**config.mk**
```make
export PLATFORM = sky130hd
export DESIGN_NAME = mem_stage_lsu
export DESIGN_NICKNAME = d
export VERILOG_FILES = /design/src/rtl/mem_stage_lsu_pkg.sv /design/src/rtl/mem_stage_lsu_lane_align.sv /design/src/rtl/mem_stage_lsu.sv
export SDC_FILE = /design/constraint.sdc
export NUM_CORES = 1
export LEC_CHECK = 0
export CAP_MARGIN = 15
export CORE_AREA = 2 2 114 116
export CTS_CLUSTER_SIZE = 16
export DETAILED_ROUTE_END_ITERATION = 7
export DIE_AREA = 0 0 116 118
export GPL_TIMING_DRIVEN = 0
export PLACE_DENSITY = 0.84
export SLEW_MARGIN = 20
export SYNTH_ARGS = -nofsm -noshare
export SYNTH_HDL_FRONTEND = slang
export SYNTH_HIERARCHICAL = 1
export SYNTH_SLANG_ARGS = --single-unit
```
**constraint.sdc**
```tcl
create_clock -name clk -period 6.7 [get_ports clk]
set_clock_uncertainty 0.2 [all_clocks]
set_input_delay 1.675 -clock clk [delete_from_list [all_inputs] [get_ports clk]]
set_output_delay 1.675 -clock clk [all_outputs]
set_load 0.01 [all_outputs]
```
**src/rtl/mem_stage_lsu_pkg.sv**
```systemverilog
// Shared definitions for the MEM-stage load/store unit: access-size codes,
// FSM state encoding, timeout default and the access legality rule.
`timescale 1ns/1ps
package mem_stage_lsu_pkg;

    localparam logic [2:0] RW_B  = 3'b000;
    localparam logic [2:0] RW_H  = 3'b001;
    localparam logic [2:0] RW_W  = 3'b010;
    localparam logic [2:0] RW_BU = 3'b100;
    localparam logic [2:0] RW_HU = 3'b101;

    localparam int TIMEOUT_DEFAULT = 255;

    typedef enum logic [1:0] {
        ST_IDLE = 2'b00,
        ST_REQ  = 2'b01,
        ST_DONE = 2'b10
    } lsu_state_e;

    // Unsigned sizes exist only for loads; halfwords and words must be naturally aligned.
    function automatic logic rw_legal(input logic [2:0] rw_type,
                                      input logic [1:0] off,
                                      input logic       is_store);
        logic ok;
        ok = 1'b0;
        case (rw_type)
            RW_B:    ok = 1'b1;
            RW_BU:   ok = ~is_store;
            RW_H:    ok = ~off[0];
            RW_HU:   ok = ~is_store & ~off[0];
            RW_W:    ok = (off == 2'b00);
            default: ok = 1'b0;
        endcase
        return ok;
    endfunction

endpackage

```
**src/rtl/mem_stage_lsu_lane_align.sv**
```systemverilog
// Byte-lane steering for stores and lane extraction with sign/zero extension
// for loads. Purely combinational; the two paths are independent.
`timescale 1ns/1ps
module lsu_lane_align
    import mem_stage_lsu_pkg::*;
(
    input  logic [2:0]  st_type,
    input  logic [1:0]  st_off,
    input  logic [31:0] st_wdata,
    output logic [3:0]  st_be,
    output logic [31:0] st_lane_wdata,
    input  logic [2:0]  ld_type,
    input  logic [1:0]  ld_off,
    input  logic [31:0] ld_rdata,
    output logic [31:0] ld_data
);

    logic [31:0] shifted_s;

    // Store path: replicate the datum across every lane so the slave only needs the enables.
    always_comb begin
        st_be         = 4'b0000;
        st_lane_wdata = 32'h0000_0000;
        case (st_type)
            RW_B, RW_BU: begin
                st_be         = 4'b0001 << st_off;
                st_lane_wdata = {4{st_wdata[7:0]}};
            end
            RW_H, RW_HU: begin
                st_be         = st_off[1] ? 4'b1100 : 4'b0011;
                st_lane_wdata = {2{st_wdata[15:0]}};
            end
            RW_W: begin
                st_be         = 4'b1111;
                st_lane_wdata = st_wdata;
            end
            default: begin
                st_be         = 4'b0000;
                st_lane_wdata = 32'h0000_0000;
            end
        endcase
    end

    // Load path: bring the addressed lane down to bit 0, then extend to a full word.
    always_comb begin
        shifted_s = ld_rdata >> {ld_off, 3'b000};
        ld_data   = 32'h0000_0000;
        case (ld_type)
            RW_B:    ld_data = {{24{shifted_s[7]}}, shifted_s[7:0]};
            RW_BU:   ld_data = {24'h00_0000, shifted_s[7:0]};
            RW_H:    ld_data = {{16{shifted_s[15]}}, shifted_s[15:0]};
            RW_HU:   ld_data = {16'h0000, shifted_s[15:0]};
            RW_W:    ld_data = shifted_s;
            default: ld_data = 32'h0000_0000;
        endcase
    end

endmodule

```
**src/rtl/mem_stage_lsu.sv**
```systemverilog
// MEM-stage load/store responder: runs EX/MEM accesses on a req/ack word bus,
// stalls the front of the pipeline while a transaction is outstanding.
`timescale 1ns/1ps
module mem_stage_lsu
    import mem_stage_lsu_pkg::*;
#(
    parameter int TIMEOUT = TIMEOUT_DEFAULT
) (
    input  logic        clk,
    input  logic        rst_n,
    input  logic        MemRead_i,
    input  logic        MemWrite_i,
    input  logic [2:0]  RW_type_i,
    input  logic [31:0] addr_i,
    input  logic [31:0] wdata_i,
    output logic [31:0] load_data_o,
    output logic        load_valid_o,
    output logic        stall_o,
    output logic        fault_o,
    output logic        bus_req_o,
    output logic        bus_we_o,
    output logic [31:0] bus_addr_o,
    output logic [3:0]  bus_be_o,
    output logic [31:0] bus_wdata_o,
    input  logic        bus_ack_i,
    input  logic [31:0] bus_rdata_i
);

    localparam logic [7:0] TIMEOUT_LAST = 8'(TIMEOUT - 1);

    lsu_state_e  state_r;
    logic [7:0]  cnt_r;
    logic [29:0] addr_r;
    logic [1:0]  off_r;
    logic [2:0]  type_r;
    logic        we_r;
    logic [3:0]  be_r;
    logic [31:0] wdata_r;
    logic        bus_req_r;
    logic [31:0] load_data_r;
    logic        load_valid_r;
    logic        fault_r;
    logic        stall_s;

    logic        access_s;
    logic        legal_s;
    logic [3:0]  st_be_s;
    logic [31:0] st_wdata_s;
    logic [31:0] ld_data_s;

    assign access_s = MemRead_i | MemWrite_i;
    // A simultaneous read and write is treated as a store.
    assign legal_s  = rw_legal(RW_type_i, addr_i[1:0], MemWrite_i);

    lsu_lane_align u_lane_align (
        .st_type       (RW_type_i),
        .st_off        (addr_i[1:0]),
        .st_wdata      (wdata_i),
        .st_be         (st_be_s),
        .st_lane_wdata (st_wdata_s),
        .ld_type       (type_r),
        .ld_off        (off_r),
        .ld_rdata      (bus_rdata_i),
        .ld_data       (ld_data_s)
    );

    // Sequencer: accept in IDLE, hold the bus in REQ until ack or timeout, report in DONE.
    always_ff @(posedge clk or negedge rst_n) begin
        if (!rst_n) begin
            state_r      <= ST_IDLE;
            cnt_r        <= 8'd0;
            addr_r       <= 30'd0;
            off_r        <= 2'b00;
            type_r       <= 3'b000;
            we_r         <= 1'b0;
            be_r         <= 4'b0000;
            wdata_r      <= 32'h0000_0000;
            bus_req_r    <= 1'b0;
            load_data_r  <= 32'h0000_0000;
            load_valid_r <= 1'b0;
            fault_r      <= 1'b0;
        end else begin
            load_valid_r <= 1'b0;
            fault_r      <= 1'b0;
            case (state_r)
                ST_IDLE: begin
                    if (access_s && legal_s) begin
                        addr_r    <= addr_i[31:2];
                        off_r     <= addr_i[1:0];
                        type_r    <= RW_type_i;
                        we_r      <= MemWrite_i;
                        be_r      <= st_be_s;
                        wdata_r   <= MemWrite_i ? st_wdata_s : 32'h0000_0000;
                        cnt_r     <= 8'd0;
                        bus_req_r <= 1'b1;
                        state_r   <= ST_REQ;
                    end else if (access_s) begin
                        fault_r   <= 1'b1;
                    end
                end
                ST_REQ: begin
                    if (bus_ack_i) begin
                        bus_req_r    <= 1'b0;
                        load_valid_r <= ~we_r;
                        load_data_r  <= we_r ? 32'h0000_0000 : ld_data_s;
                        state_r      <= ST_DONE;
                    end else if (cnt_r == TIMEOUT_LAST) begin
                        // Abandon the transfer; the slave tolerates a dropped request.
                        bus_req_r    <= 1'b0;
                        load_data_r  <= 32'h0000_0000;
                        fault_r      <= 1'b1;
                        state_r      <= ST_DONE;
                    end else begin
                        cnt_r        <= cnt_r + 8'd1;
                    end
                end
                ST_DONE: begin
                    state_r <= ST_IDLE;
                end
                default: begin
                    bus_req_r <= 1'b0;
                    state_r   <= ST_IDLE;
                end
            endcase
        end
    end

    // Stall covers the accepting IDLE cycle and every REQ cycle; reset forces it low at once.
    always_comb begin
        stall_s = 1'b0;
        if (!rst_n) begin
            stall_s = 1'b0;
        end else if (state_r == ST_REQ) begin
            stall_s = 1'b1;
        end else if (state_r == ST_IDLE) begin
            stall_s = access_s & legal_s;
        end else begin
            stall_s = 1'b0;
        end
    end

    assign stall_o      = stall_s;
    assign bus_req_o    = bus_req_r;
    assign bus_we_o     = we_r;
    assign bus_addr_o   = {addr_r, 2'b00};
    assign bus_be_o     = be_r;
    assign bus_wdata_o  = wdata_r;
    assign load_data_o  = load_data_r;
    assign load_valid_o = load_valid_r;
    assign fault_o      = fault_r;

endmodule
```
==> impl_results.md <==
* Status: finished, final reports clean
* Min-delay src: bus_wdata_o[11]$_DFFE_PN0P_
* Final core utilization at approximately 72%
* IO Count at approximately 210
* Hold Path Stages at 2
* Xor/xnor share of the synthesized area at 0.146%
* Simple-gate share of the synthesized area at 12.2%
* Routed vias/inst at ~5.5
* 1st-iter DRT viols at 332
* Root Driver: clkbuf_16
* Async SR Flop Fraction at between 90% and 100%
* DIE WIDTH at 116 um
* Max Fclk at between 150 and 200 MHz
* Placeable Area at between 0.01 and 0.015 mm2
* Initial antenna violation count at 0
* Cell count after synthesis at approximately 560
* Relative slew slack at a little under 60%
* Hold Crit Endpoint: bus_wdata_o[11]$_DFFE_PN0P_
* Final Net Count at between 800 and 900
* Most common cell after layout, fill and taps aside: clkdlybuf4s50_1
* Number of synthesized register bits at roughly 120
* Antenna diodes at 0
* Die Ht at ~120 um
* Final period demand of the worst path at 5880 ps
* Final GP Congestion at 0.921
* Number of fill cells in the layout at a little over 900
* Max incr delay on CP at 580 ps
* Drt total wl at about 18 mm
* Synth-to-layout area growth at 49.5%
* Antenna-violating nets left at 0
* Top cell by count, worst path: clkdlybuf4s50_1
* Hold-fix buffers, CTS at 0
* Routed WL per cell at approximately 18 um
* Synthesized area per cell at around 11 um2
* Reg2reg path depth at 8
* CTS tree: done
* Synth Area in Compound Gates at roughly a fifth
* Drt first pass iters at 5
* Total Routing Usage GR at between 20 and 30%
* CP Max Fanout at 10
* Syn. warnings at 6
* Worst reg2reg endpoint: load_data_o[7]$_DFFE_PN0P_
* Max Cap Viol at 0
* FP Rows at 41
* DRC violations left at 0
* Multi-input gate area at 0.00281 mm2
* HP Class: register to register
* Largest net degree at the start of global routing at slightly below 80
* Worst-margin pin slew at about 630 ps
* Unique masters post-synth at 53
* CP max-delay cell: clkdlybuf4s50_1
* Cells along the critical path: clkdlybuf4s50_1 > nor4_1 > o221ai_2 > buf_6 > buf_2 > a21boi_0 > clkdlybuf4s50_1
* Initial Util at about 48%
* Commonest non-fill, non-tap cells in the layout: clkdlybuf4s50_1, dfrtp_1, nand2_1
* Die footprint at between 0.01 and 0.015 mm2
* Largest family of logic cells by synthesized area: compound AO/OA/AOI/OAI gates
* Most frequently used flop master after synthesis: dfrtp_1
* Post-synth EDFFs at 0
* Max clock buf depth at 2
* Fraction of layout cells with a size suffix above 1 at 13.5%
* Period utilisation layout at 87.8%
* Critical path type: input pin to output port
* Port Buf Inserts at between 200 and 250
* Worst-Skew Late Latency at approximately 420 ps
* Mux cell area share after synthesis at 13.7%
* Max Slew Vio Count at 0
* Setup ws final at around 820 ps
* CTS Buf Count at 17
* Setup bufs post-CTS at 0
* Fin Hold WS at around 280 ps
* Clock Sink Count at 117
* # setup viols final at 0
* Routed vias at between 5,000 and 6,000
* Worst Setup Start Kind: input pin
* Worst EP arrival at ~4000 ps
* Number of global-route vias before repair at around 5,600
* Hpwl dp at 13.0 mm
* Leak at just over 0.004 uW
* Worst setup EP type: output port
* R2r setup slk at 4450 ps
* Sequential fraction of the synthesis area at between 40% and 50%
* Worst Path Required at a little under 5000 ps
* Post-Synthesis Cell Area at 0.00599 mm2
* GRT Residual Overflow at 0
* Endpoints failing hold at 0
* RSZ-0062 raised after global routing: false
* VDD IR max at between 150 and 200 uV
* H-tree depth at 4
* Origin of the critical flop-to-flop path: cnt_r[0]$_DFFE_PN0P_
* Post-synthesis adder-cell area fraction at less than 1%
* Dpl ws at 796 ps
* Power density over the cells at approximately 380 mW/mm2
* Sequential cell area at 0.00293 mm2
* CTS resizes at 0
* Clock transition at the registers of the reported paths at roughly 50 ps
* First-pass GRT wire length at approximately 28 mm
[routing by layer]
metal / GRT usage (%) / vias up / share of wire, %
met1: 31.3 / 2582 / 39
met4: 12.6 / 0 / 3.2
met2: 44.5 / 246 / 50
li1: - / 2452 / -
met5: 0 / - / 0
met3: 8.03 / 44 / 7.8
[flip-flops by register name, indices dropped and copies added (netlist names)]
register	flops
bus_req_o	1
off_r	2
bus_wdata_o	32
type_r	3
load_valid_o	1
addr_r	30
load_data_o	32
fault_o	1
state_r	2
cnt_r	8
bus_we_o	1
bus_be_o	4
[layout make-up]
cell class / count / share of cell area (%)
multi-input cells: 396 / 31.4
clock buffers: 20 / 5.21
flip-flops and latches: 117 / 32.7
clock inverters: 12 / 2.23
plain buffers: 43 / 2.68
well taps: 172 / 2.40
repair buffers: 206 / 23.2
inverters: 4 / 0.168
[synthesized netlist by cell type, drive strengths merged (3+ instances only)]
| master | count | area [um2] |
|---|---|---|
| nand2 | 83 | 312 |
| o21ai | 73 | 369 |
| mux2i | 21 | 210 |
| nor3 | 3 | 15.0 |
| nor3b | 3 | 27.5 |
| a211oi | 14 | 105 |
| mux2 | 41 | 612 |
| a21oi | 20 | 100 |
| nor2 | 7 | 31.3 |
| a21o | 15 | 113 |
| a22o | 32 | 280 |
| o2bb2ai | 9 | 78.8 |
| clkbuf | 24 | 91.3 |
| inv | 4 | 15.0 |
| and2 | 10 | 62.6 |
| nor2b | 23 | 144 |
| buf | 19 | 149 |
| dfrtp | 117 | 2930 |
| nand3 | 6 | 30.0 |
| nand2b | 6 | 45.0 |
[cells by family (layout without fill, tap and decap cells)]
kind of cell	count (synthesis)	in the layout
flip-flops	117	117
XOR/XNOR	1	1
multiplexers	62	62
other	1	2
AO/OA/AOI/OAI	179	179
AND/OR/NAND/NOR	150	150
adder cells (fa/ha/maj)	2	2
buffers and inverters	47	285
[how the worst max path moves through the flow]
stage	endpoint	depth (start not counted)	from
3_3_place_gp	stall_o	3	rst_n
6_report	stall_o	7	addr_i[0]
3_5_place_dp	stall_o	7	addr_i[1]
5_1_grt	stall_o	7	RW_type_i[0]
4_1_cts	stall_o	7	addr_i[1]
2_1_floorplan	stall_o	6	MemWrite_i
[power breakdown]
part,internal [uW],total (uW),switching (uW),leakage (uW)
logic,748,1300,555,0.00219
clock network,688,1020,330,0.000318
registers,934,1100,166,0.00151
total,2370,3420,1050,0.00402
[metrics by stage]
stage	TNS [ps]	cells	area, um2	power (uW)
after detailed placement	0	938	8290	2400
after floorplan	0	560	6000	1740
after global placement	-60040	937	8260	2360
after CTS	0	970	8960	3440
after global routing	0	970	8960	3590
final	0	970	8960	3420
[critical path: cells and delay by family]
family                 cells  cell delay, ps
and+or+nand+nor            1             470
buffers and inverters      4            1470
AOI/OAI and AO/OA          2             380
No activity file was read; power rests on OpenSTA's default activity.
